$ cat src/rtl/ct_had_xtrig_pkg.sv
// Shared types and defaults for the HAD cross-trigger matrix.
package ct_had_xtrig_pkg;

  typedef enum logic [1:0] {
    XT_IDLE  = 2'b00,
    XT_ENTER = 2'b01,
    XT_EXIT  = 2'b10
  } xtrig_state_e;

  localparam int XTRIG_TMO_W_DFLT = 8;

endpackage

$ cat src/rtl/ct_had_xtrig_matrix_if.sv
// Core-side and debug-register-side signals of the cross-trigger matrix.
interface ct_had_xtrig_matrix_if #(
  parameter int NUM_CORES = 4,
  parameter int TMO_W     = 8
) ();

  // Handshake: a core reports entry/exit with a one-cycle *_dbg_req_o pulse.
  // The matrix answers with a level *_dbg_req_i that is held until the target
  // core's dbg_ack reaches the wanted level or the timeout expires.
  logic [NUM_CORES-1:0]      corex_enter_dbg_req_o;
  logic [NUM_CORES-1:0]      corex_exit_dbg_req_o;
  logic [NUM_CORES-1:0]      corex_dbg_ack;
  logic [NUM_CORES-1:0]      had_halt_grp_en;
  logic [NUM_CORES-1:0]      had_resume_grp_en;
  logic [TMO_W-1:0]          had_xtrig_tmo_cfg;
  logic                      had_xtrig_err_clr;
  logic [NUM_CORES-1:0]      corex_enter_dbg_req_i;
  logic [NUM_CORES-1:0]      corex_exit_dbg_req_i;
  logic                      xtrig_busy;
  logic [NUM_CORES-1:0]      xtrig_tmo_err;
  logic [NUM_CORES-1:0][1:0] chan_state_dbg;

  modport slave (
    input  corex_enter_dbg_req_o, corex_exit_dbg_req_o, corex_dbg_ack,
    input  had_halt_grp_en, had_resume_grp_en, had_xtrig_tmo_cfg, had_xtrig_err_clr,
    output corex_enter_dbg_req_i, corex_exit_dbg_req_i, xtrig_busy, xtrig_tmo_err,
    output chan_state_dbg
  );

  modport master (
    output corex_enter_dbg_req_o, corex_exit_dbg_req_o, corex_dbg_ack,
    output had_halt_grp_en, had_resume_grp_en, had_xtrig_tmo_cfg, had_xtrig_err_clr,
    input  corex_enter_dbg_req_i, corex_exit_dbg_req_i, xtrig_busy, xtrig_tmo_err,
    input  chan_state_dbg
  );

endinterface

$ cat src/rtl/ct_had_xtrig_chan.sv
// One cross-trigger channel: request FSM, timeout counter and sticky error flag.
module ct_had_xtrig_chan
  import ct_had_xtrig_pkg::*;
#(
  parameter int TMO_W = XTRIG_TMO_W_DFLT
) (
  input  logic             clk_i,
  input  logic             rst_i,
  input  logic             enter_hit_i,
  input  logic             exit_hit_i,
  input  logic             dbg_ack_i,
  input  logic [TMO_W-1:0] cfg_i,
  input  logic             err_clr_i,
  output logic             enter_req_o,
  output logic             exit_req_o,
  output logic             busy_o,
  output logic             tmo_err_o,
  output xtrig_state_e     state_o
);

  xtrig_state_e     state_q, state_d;
  logic [TMO_W-1:0] cnt_q, cnt_d;
  logic             err_q, err_d;
  logic             tmo;
  logic             err_set;

  // Counter reaches cfg-1 on the last of cfg request cycles.
  assign tmo = (cfg_i != '0) && (cnt_q == (cfg_i - TMO_W'(1)));

  always_comb begin
    state_d = state_q;
    cnt_d   = (cnt_q == '1) ? cnt_q : cnt_q + TMO_W'(1);
    err_set = 1'b0;
    case (state_q)
      XT_IDLE: begin
        cnt_d = '0;
        if (enter_hit_i)     state_d = XT_ENTER;
        else if (exit_hit_i) state_d = XT_EXIT;
      end
      XT_ENTER: begin
        if (dbg_ack_i) begin
          state_d = XT_IDLE;
          cnt_d   = '0;
        end else if (tmo) begin
          state_d = XT_IDLE;
          cnt_d   = '0;
          err_set = 1'b1;
        end
      end
      XT_EXIT: begin
        // A fresh halt request overrides a pending resume and restarts timing.
        if (enter_hit_i) begin
          state_d = XT_ENTER;
          cnt_d   = '0;
        end else if (!dbg_ack_i) begin
          state_d = XT_IDLE;
          cnt_d   = '0;
        end else if (tmo) begin
          state_d = XT_IDLE;
          cnt_d   = '0;
          err_set = 1'b1;
        end
      end
      default: begin
        state_d = XT_IDLE;
        cnt_d   = '0;
      end
    endcase
    err_d = err_set | (err_q & ~err_clr_i);
  end

  always_ff @(posedge clk_i or posedge rst_i) begin
    if (rst_i) begin
      state_q <= XT_IDLE;
      cnt_q   <= '0;
      err_q   <= 1'b0;
    end else begin
      state_q <= state_d;
      cnt_q   <= cnt_d;
      err_q   <= err_d;
    end
  end

  assign enter_req_o = (state_q == XT_ENTER);
  assign exit_req_o  = (state_q == XT_EXIT);
  assign busy_o      = (state_q != XT_IDLE);
  assign tmo_err_o   = err_q;
  assign state_o     = state_q;

endmodule

$ cat src/rtl/ct_had_xtrig_matrix.sv
// Cross-trigger matrix: group-filtered hit decode feeding one channel per core.
module ct_had_xtrig_matrix
  import ct_had_xtrig_pkg::*;
#(
  parameter int NUM_CORES = 4,
  parameter int TMO_W     = XTRIG_TMO_W_DFLT
) (
  input  logic                  forever_cpuclk,
  input  logic                  cpurst,
  ct_had_xtrig_matrix_if.slave  bus
);

  logic [NUM_CORES-1:0] enter_src, exit_src;
  logic [NUM_CORES-1:0] enter_hit, exit_hit;
  logic [NUM_CORES-1:0] others;
  logic [NUM_CORES-1:0] enter_req, exit_req, busy, tmo_err;
  xtrig_state_e         chan_state [NUM_CORES];

  assign enter_src = bus.corex_enter_dbg_req_o & bus.had_halt_grp_en;
  assign exit_src  = bus.corex_exit_dbg_req_o  & bus.had_resume_grp_en;

  // A channel is triggered only by another member of its own group.
  always_comb begin
    enter_hit = '0;
    exit_hit  = '0;
    others    = '0;
    for (int i = 0; i < NUM_CORES; i++) begin
      others    = '1;
      others[i] = 1'b0;
      enter_hit[i] = bus.had_halt_grp_en[i] & ~bus.corex_dbg_ack[i] & |(enter_src & others);
      exit_hit[i]  = bus.had_resume_grp_en[i] & bus.corex_dbg_ack[i] & |(exit_src & others);
    end
  end

  for (genvar g = 0; g < NUM_CORES; g++) begin : g_chan
    ct_had_xtrig_chan #(.TMO_W(TMO_W)) u_chan (
      .clk_i       (forever_cpuclk),
      .rst_i       (cpurst),
      .enter_hit_i (enter_hit[g]),
      .exit_hit_i  (exit_hit[g]),
      .dbg_ack_i   (bus.corex_dbg_ack[g]),
      .cfg_i       (bus.had_xtrig_tmo_cfg),
      .err_clr_i   (bus.had_xtrig_err_clr),
      .enter_req_o (enter_req[g]),
      .exit_req_o  (exit_req[g]),
      .busy_o      (busy[g]),
      .tmo_err_o   (tmo_err[g]),
      .state_o     (chan_state[g])
    );
    assign bus.chan_state_dbg[g] = chan_state[g];
  end

  assign bus.corex_enter_dbg_req_i = enter_req;
  assign bus.corex_exit_dbg_req_i  = exit_req;
  assign bus.xtrig_busy            = |busy;
  assign bus.xtrig_tmo_err         = tmo_err;

endmodule

$ cat src/flat_wrapper.sv
// flat-port wrapper written by rule: the top's interface ports become plain ports
module ct_had_xtrig_matrix_flat import ct_had_xtrig_pkg::*;
#(
  parameter int NUM_CORES = 4,
  parameter int TMO_W     = XTRIG_TMO_W_DFLT
)
  (forever_cpuclk, cpurst, bus_corex_enter_dbg_req_o, bus_corex_exit_dbg_req_o, bus_corex_dbg_ack, bus_had_halt_grp_en, bus_had_resume_grp_en, bus_had_xtrig_tmo_cfg, bus_had_xtrig_err_clr, bus_corex_enter_dbg_req_i, bus_corex_exit_dbg_req_i, bus_xtrig_busy, bus_xtrig_tmo_err, bus_chan_state_dbg);
  ct_had_xtrig_matrix_if #(.NUM_CORES(NUM_CORES), .TMO_W(TMO_W)) bus_i ();
  input  logic forever_cpuclk;
  input  logic cpurst;
  input wire logic [$bits(bus_i.corex_enter_dbg_req_o)-1:0] bus_corex_enter_dbg_req_o;
  input wire logic [$bits(bus_i.corex_exit_dbg_req_o)-1:0] bus_corex_exit_dbg_req_o;
  input wire logic [$bits(bus_i.corex_dbg_ack)-1:0] bus_corex_dbg_ack;
  input wire logic [$bits(bus_i.had_halt_grp_en)-1:0] bus_had_halt_grp_en;
  input wire logic [$bits(bus_i.had_resume_grp_en)-1:0] bus_had_resume_grp_en;
  input wire logic [$bits(bus_i.had_xtrig_tmo_cfg)-1:0] bus_had_xtrig_tmo_cfg;
  input wire logic [$bits(bus_i.had_xtrig_err_clr)-1:0] bus_had_xtrig_err_clr;
  output wire logic [$bits(bus_i.corex_enter_dbg_req_i)-1:0] bus_corex_enter_dbg_req_i;
  output wire logic [$bits(bus_i.corex_exit_dbg_req_i)-1:0] bus_corex_exit_dbg_req_i;
  output wire logic [$bits(bus_i.xtrig_busy)-1:0] bus_xtrig_busy;
  output wire logic [$bits(bus_i.xtrig_tmo_err)-1:0] bus_xtrig_tmo_err;
  output wire logic [$bits(bus_i.chan_state_dbg)-1:0] bus_chan_state_dbg;
  assign bus_i.corex_enter_dbg_req_o = bus_corex_enter_dbg_req_o;
  assign bus_i.corex_exit_dbg_req_o = bus_corex_exit_dbg_req_o;
  assign bus_i.corex_dbg_ack = bus_corex_dbg_ack;
  assign bus_i.had_halt_grp_en = bus_had_halt_grp_en;
  assign bus_i.had_resume_grp_en = bus_had_resume_grp_en;
  assign bus_i.had_xtrig_tmo_cfg = bus_had_xtrig_tmo_cfg;
  assign bus_i.had_xtrig_err_clr = bus_had_xtrig_err_clr;
  assign bus_corex_enter_dbg_req_i = bus_i.corex_enter_dbg_req_i;
  assign bus_corex_exit_dbg_req_i = bus_i.corex_exit_dbg_req_i;
  assign bus_xtrig_busy = bus_i.xtrig_busy;
  assign bus_xtrig_tmo_err = bus_i.xtrig_tmo_err;
  assign bus_chan_state_dbg = bus_i.chan_state_dbg;
  ct_had_xtrig_matrix #(.NUM_CORES(NUM_CORES), .TMO_W(TMO_W)) u_core (.forever_cpuclk(forever_cpuclk), .cpurst(cpurst), .bus(bus_i));
endmodule
$ cat config.mk
export PLATFORM = sky130hd
export DESIGN_NAME = ct_had_xtrig_matrix_flat
export DESIGN_NICKNAME = d
export VERILOG_FILES = /design/src/rtl/ct_had_xtrig_pkg.sv /design/src/rtl/ct_had_xtrig_matrix_if.sv /design/src/rtl/ct_had_xtrig_chan.sv /design/src/rtl/ct_had_xtrig_matrix.sv /design/src/flat_wrapper.sv
export SDC_FILE = /design/constraint.sdc
export NUM_CORES = 1
export LEC_CHECK = 0
export CAP_MARGIN = 10
export CORE_MARGIN = 5
export CORE_UTILIZATION = 30
export DETAILED_ROUTE_END_ITERATION = 10
export GPL_TIMING_DRIVEN = 0
export PLACE_DENSITY = 0.59
export SYNTH_ARGS = -nofsm -noshare
export SYNTH_HDL_FRONTEND = slang
export SYNTH_SLANG_ARGS = --single-unit
export TNS_END_PERCENT = 20
$ cat constraint.sdc
create_clock -name forever_cpuclk -period 5.5 [get_ports forever_cpuclk]
set_clock_uncertainty 0.05 [all_clocks]
set_input_delay 0.825 -clock forever_cpuclk [delete_from_list [all_inputs] [get_ports forever_cpuclk]]
set_output_delay 0.825 -clock forever_cpuclk [all_outputs]
set_load 0.005 [all_outputs]
==> metrics.md, run 1 <==
| Metric | Value |
|---|---|
| Status | `finished, final reports clean` |
| Main synth FF type | `dfrtp_1` |
| Antenna-violating nets left | `0` |
| Mapped Nets | `430` |
| CTS tree | `built` |
| Final hold viol count | `0` |
| Setup TNS | `0 ns` |
| WP buf/inv | `3` |
| Clock Path Buffers | `2` |
| Critical path origin | `bus_had_xtrig_tmo_cfg[1]` |
| Placed Area | `4160 sq um` |
| Flop pwr share | `33.4%` |
| Placed insts | `569` |
| Critical path class | `in2reg` |
| Actual slew at the worst max-slew pin | `1.00 ns` |
| Final Max Slew Viols | `0` |
| Clock sinks | `44` |
| Clk root buf | `clkbuf_16` |
| Starting Density | `30.6%` |
| Area of the multi-input gates | `2180 sq um` |
| Non-Filler Instances | `577` |
| Drt wl/cell | `14.3 microns` |
| Synth-to-Final Area Change | `23.7%` |
| GRT Overall Usage | `11.9%` |
| TritonCTS buffer count | `5` |
| Drt first pass iters | `5` |
| Register area share after synthesis | `31.7%` |
| Yosys warning count | `0` |
| Final instance area | `4300 sq um` |
| Avg Cell Area, Syn | `9.20 sq um` |
| Max Cap Violations | `0` |
| WP data arrival | `3.68 ns` |
| Placeable Area | `11400 sq um` |
| Placer Congestion | `0.798` |
| Drt total wl | `8230 microns` |
| Via-to-Cell Ratio | `4.96` |
| Grt total ovfl | `0` |
| Max IR drop VDD | `0.000131 V` |
| I/O pin total | `52` |
| H-tree depth | `2` |
| Final min period | `3.56 ns` |
| Worst-path clk slew | `0.06 ns` |
| Buffers on Ports | `47` |
| Number of enable flip-flop cells after synthesis | `0` |
| Die W | `118 microns` |
| # setup viols final | `0` |
| Crit path max-delay cell type | `nor3b_1` |
| Worst EP required | `5.62 ns` |
| Critical R2R Launch | `u_core.g_chan[0].u_chan.cnt_q[3]` |
| Register bit count reported by yosys | `44` |
| DRC | `0` |
| Number of post-CTS setup repair buffers | `0` |
| Hold crit path type | `reg2reg` |
| Switching share of power | `32.8%` |
| Logic pwr share | `42.1%` |
| Slew margin rel. | `32.5%` |
| Max FO, Critical Path | `8` |
| Critical Path Max Stage Delay | `0.70 ns` |
| Initial antenna violation count | `0` |
| Total die area | `13800 sq um` |
| Clk pwr share | `24.6%` |
| Sw Pwr | `0.401 mW` |
| Iter 0 DRT Violations | `291` |
| Mapped Area | `3480 sq um` |
| Post-cts sizing count | `0` |
| Clk_lat worst skew | `0.29 ns` |
| RR Endpoint | `u_core.g_chan[0].u_chan.cnt_q[0]` |
| Fmax | `281 MHz` |
| Layout cells sized above 1 | `8.76%` |
| End of the critical path | `u_core.g_chan[0].u_chan.cnt_q[0]` |
| Delay-heaviest family, CP | `simple AND/OR/NAND/NOR gates` |
| Int Pwr | `0.819 mW` |
| # diodes | `0` |
| First-pass GRT wire length | `13700 microns` |
| Fin nets | `485` |
| Hold-fix buffers at CTS | `0` |
| Reg2Reg Setup Slack | `3.29 ns` |
| Total power | `1.22 mW` |
| R2R depth | `6` |
| FF/Latch Area | `1100 sq um` |
| Crit-path cells | `clkdlybuf4s50_1 > inv_1 > ha_1 > nor3b_1 > nand3_1 > a2111oi_0 > nand4_1 > nand2b_1 > buf_2 > nor2_1` |
| Largest net degree at the start of global routing | `24` |
| Unique masters post-synth | `55` |
| Critical path depth | `10` |
| # fillers | `1146` |
| Ys async rst share | `100%` |
| Worst slack, placed | `1.58 ns` |
| Hold Path Origin | `u_core.g_chan[1].u_chan.tmo_err_o` |
| Die Ht | `118 microns` |
| Worst setup SP type | `input port` |
| RSZ-0062 raised after global routing | `false` |
| Pwr dens | `284 nW/um^2` |
| Leak pwr | `1.83 nW` |
| Post-synthesis cell count | `378` |
| Worst Slack Setup Final | `1.94 ns` |
| Setup crit end kind | `register` |
| HPWL after DPL | `6510 microns` |
| Rows | `39` |
| Vias in the first global route | `2762` |
| Via count | `2864` |
| Period utilization | `64.7%` |
-- logic make-up (layout without fill, tap and decap cells) --
| family | after synthesis | after routing | synth area share [%] |
|---|---|---|---|
| adders and majority gates | 21 | 21 | 7.55 |
| AOI/OAI and AO/OA | 51 | 51 | 10.4 |
| muxes | 11 | 11 | 3.20 |
| buffers and inverters | 36 | 92 | 5.58 |
| xor gates and xnor gates | 47 | 47 | 16.6 |
| and+or+nand+nor | 168 | 168 | 25.0 |
| DFF | 44 | 44 | 31.7 |
-- stage by stage --
| step | hold WS (ns) | util, % |
|---|---|---|
| detailed placement | 0.426 | 36.5 |
| CTS | 0.444 | 37.8 |
| global route | 0.464 | 37.8 |
| global placement | 0.427 | 36.3 |
| finish | 0.444 | 37.8 |
| floorplan | 0.406 | - |
-- power by group through the flow --
stage | logic (mW) | registers [mW] | clock network (mW)
after floorplan | 0.306 | 0.405 | 0
after global placement | 0.510 | 0.409 | 0
after detailed placement | 0.518 | 0.413 | 0
after CTS | 0.523 | 0.406 | 0.308
after global routing | 0.569 | 0.414 | 0.321
final | 0.514 | 0.407 | 0.300
-- cell usage after synthesis, drive strengths merged (3+ instances only) --
cell type | n | area [sq um]
nor2 | 47 | 179
dfrtp | 44 | 1100
nand2 | 31 | 116
nand3 | 27 | 135
ha | 21 | 263
xnor2 | 21 | 184
buf | 18 | 126
o21ai | 17 | 88.8
inv | 15 | 56.3
xor2 | 14 | 123
xnor3 | 11 | 248
and3 | 10 | 62.6
mux2i | 10 | 100
nand4 | 10 | 62.6
nor3 | 10 | 66.3
nand2b | 9 | 56.3
a21oi | 6 | 30.0
nand3b | 6 | 45.0
nor2b | 5 | 31.3
a31oi | 4 | 25.0
a211oi | 3 | 22.5
a22oi | 3 | 22.5
a32o | 3 | 30.0
clkbuf | 3 | 11.3
or3 | 3 | 23.8
or4 | 3 | 26.3
-- placed cells by master (no fill, tap or decap), types with 2 or more instances in the layout --
cell type / netlist / layout
o2bb2ai_1: 2 / 2
nand4_1: 10 / 10
or4_1: 2 / 2
a21oi_1: 6 / 6
buf_4: 12 / 12
inv_1: 15 / 14
and3_1: 10 / 10
a211oi_1: 3 / 3
ha_1: 21 / 21
o211ai_1: 2 / 2
xnor3_1: 11 / 11
nor3_1: 8 / 8
nor2_1: 46 / 46
nand2_1: 31 / 31
nand3b_1: 6 / 6
nand3_1: 27 / 27
clkbuf_1: 3 / 5
xnor2_1: 21 / 21
o21ai_0: 15 / 15
nor3b_1: 2 / 2
a32o_1: 3 / 3
nand2b_1: 9 / 9
a31oi_1: 4 / 4
mux2i_1: 10 / 10
clkbuf_16: 0 / 5
o221a_2: 2 / 2
clkdlybuf4s50_1: 0 / 47
a22oi_1: 3 / 3
nor2b_1: 5 / 5
or3_1: 2 / 2
xor2_1: 14 / 14
dfrtp_1: 44 / 44
buf_2: 5 / 5
-- area by class of cell --
cell class	instances	area share (%)
clock buffers	8	3.40
multi-input cells	298	50.8
repair buffers	48	11.6
well taps	143	4.16
inverters	15	1.31
flip-flops and latches	44	25.6
plain buffers	21	3.20
-- flip-flops by register name (all words and copies together), names as in the netlist --
signal,flops
u_core.g_chan.u_chan.tmo_err_o,4
u_core.g_chan.u_chan.cnt_q,32
u_core.g_chan.u_chan.state_o,8
-- how the worst min path moves through the flow --
stage	cells after the start	slack [ns]	to
finish	1	0.44	u_core.g_chan[1].u_chan.tmo_err_o
global route	1	0.46	u_core.g_chan[0].u_chan.tmo_err_o
CTS	1	0.44	u_core.g_chan[1].u_chan.tmo_err_o
detailed placement	1	0.43	u_core.g_chan[1].u_chan.tmo_err_o
global placement	1	0.43	u_core.g_chan[0].u_chan.tmo_err_o
floorplan	1	0.41	u_core.g_chan[1].u_chan.tmo_err_o
-- layer usage --
metal  track usage, %  routed length, microns
met1             16.0                    3910
met2             19.8                    4040
met3             2.07                     197
met4             3.01                      85
met5                0                       0
(Power assumes the default switching activity.)
==> inputs of run 2 (changes only) <==
==> constraint.sdc (replaced) <==
create_clock -name forever_cpuclk -period 3.7 [get_ports forever_cpuclk]
set_clock_uncertainty 0.05 [all_clocks]
set_input_delay 0.555 -clock forever_cpuclk [delete_from_list [all_inputs] [get_ports forever_cpuclk]]
set_output_delay 0.555 -clock forever_cpuclk [all_outputs]
set_load 0.005 [all_outputs]
==> results of run 2 <==
The final DEF is identical to that of run 1. Status: finished, final reports clean.
Main changes from that run: setup slack after placement 1.58 ns -> 0.0508 ns; setup slack after layout 1.94 ns -> 0.411 ns; register-to-register setup slack 3.29 ns -> 1.49 ns; total power 1.22 mW -> 1.81 mW; worst IR drop on VDD 0.000131 V -> 0.000195 V
==> inputs of run 3 (changes only) <==
--- a/config.mk
+++ b/config.mk
@@ -14,4 +14,4 @@
 export SYNTH_ARGS = -nofsm -noshare
 export SYNTH_HDL_FRONTEND = slang
 export SYNTH_SLANG_ARGS = --single-unit
-export TNS_END_PERCENT = 20
+export TNS_END_PERCENT = 5
==> constraint.sdc (replaced) <==
create_clock -name forever_cpuclk -period 3.7 [get_ports forever_cpuclk]
set_clock_uncertainty 0.05 [all_clocks]
set_input_delay 0.555 -clock forever_cpuclk [delete_from_list [all_inputs] [get_ports forever_cpuclk]]
set_output_delay 0.555 -clock forever_cpuclk [all_outputs]
set_load 0.05 [all_outputs]
==> results of run 3 <==
The final DEF is identical to that of run 1. Status: finished, final reports clean.
Main changes from that run: setup slack after placement 1.58 ns -> 0.0508 ns; setup slack after layout 1.94 ns -> 0.411 ns; register-to-register setup slack 3.29 ns -> 1.49 ns; total power 1.22 mW -> 2.10 mW; worst IR drop on VDD 0.000131 V -> 0.000241 V
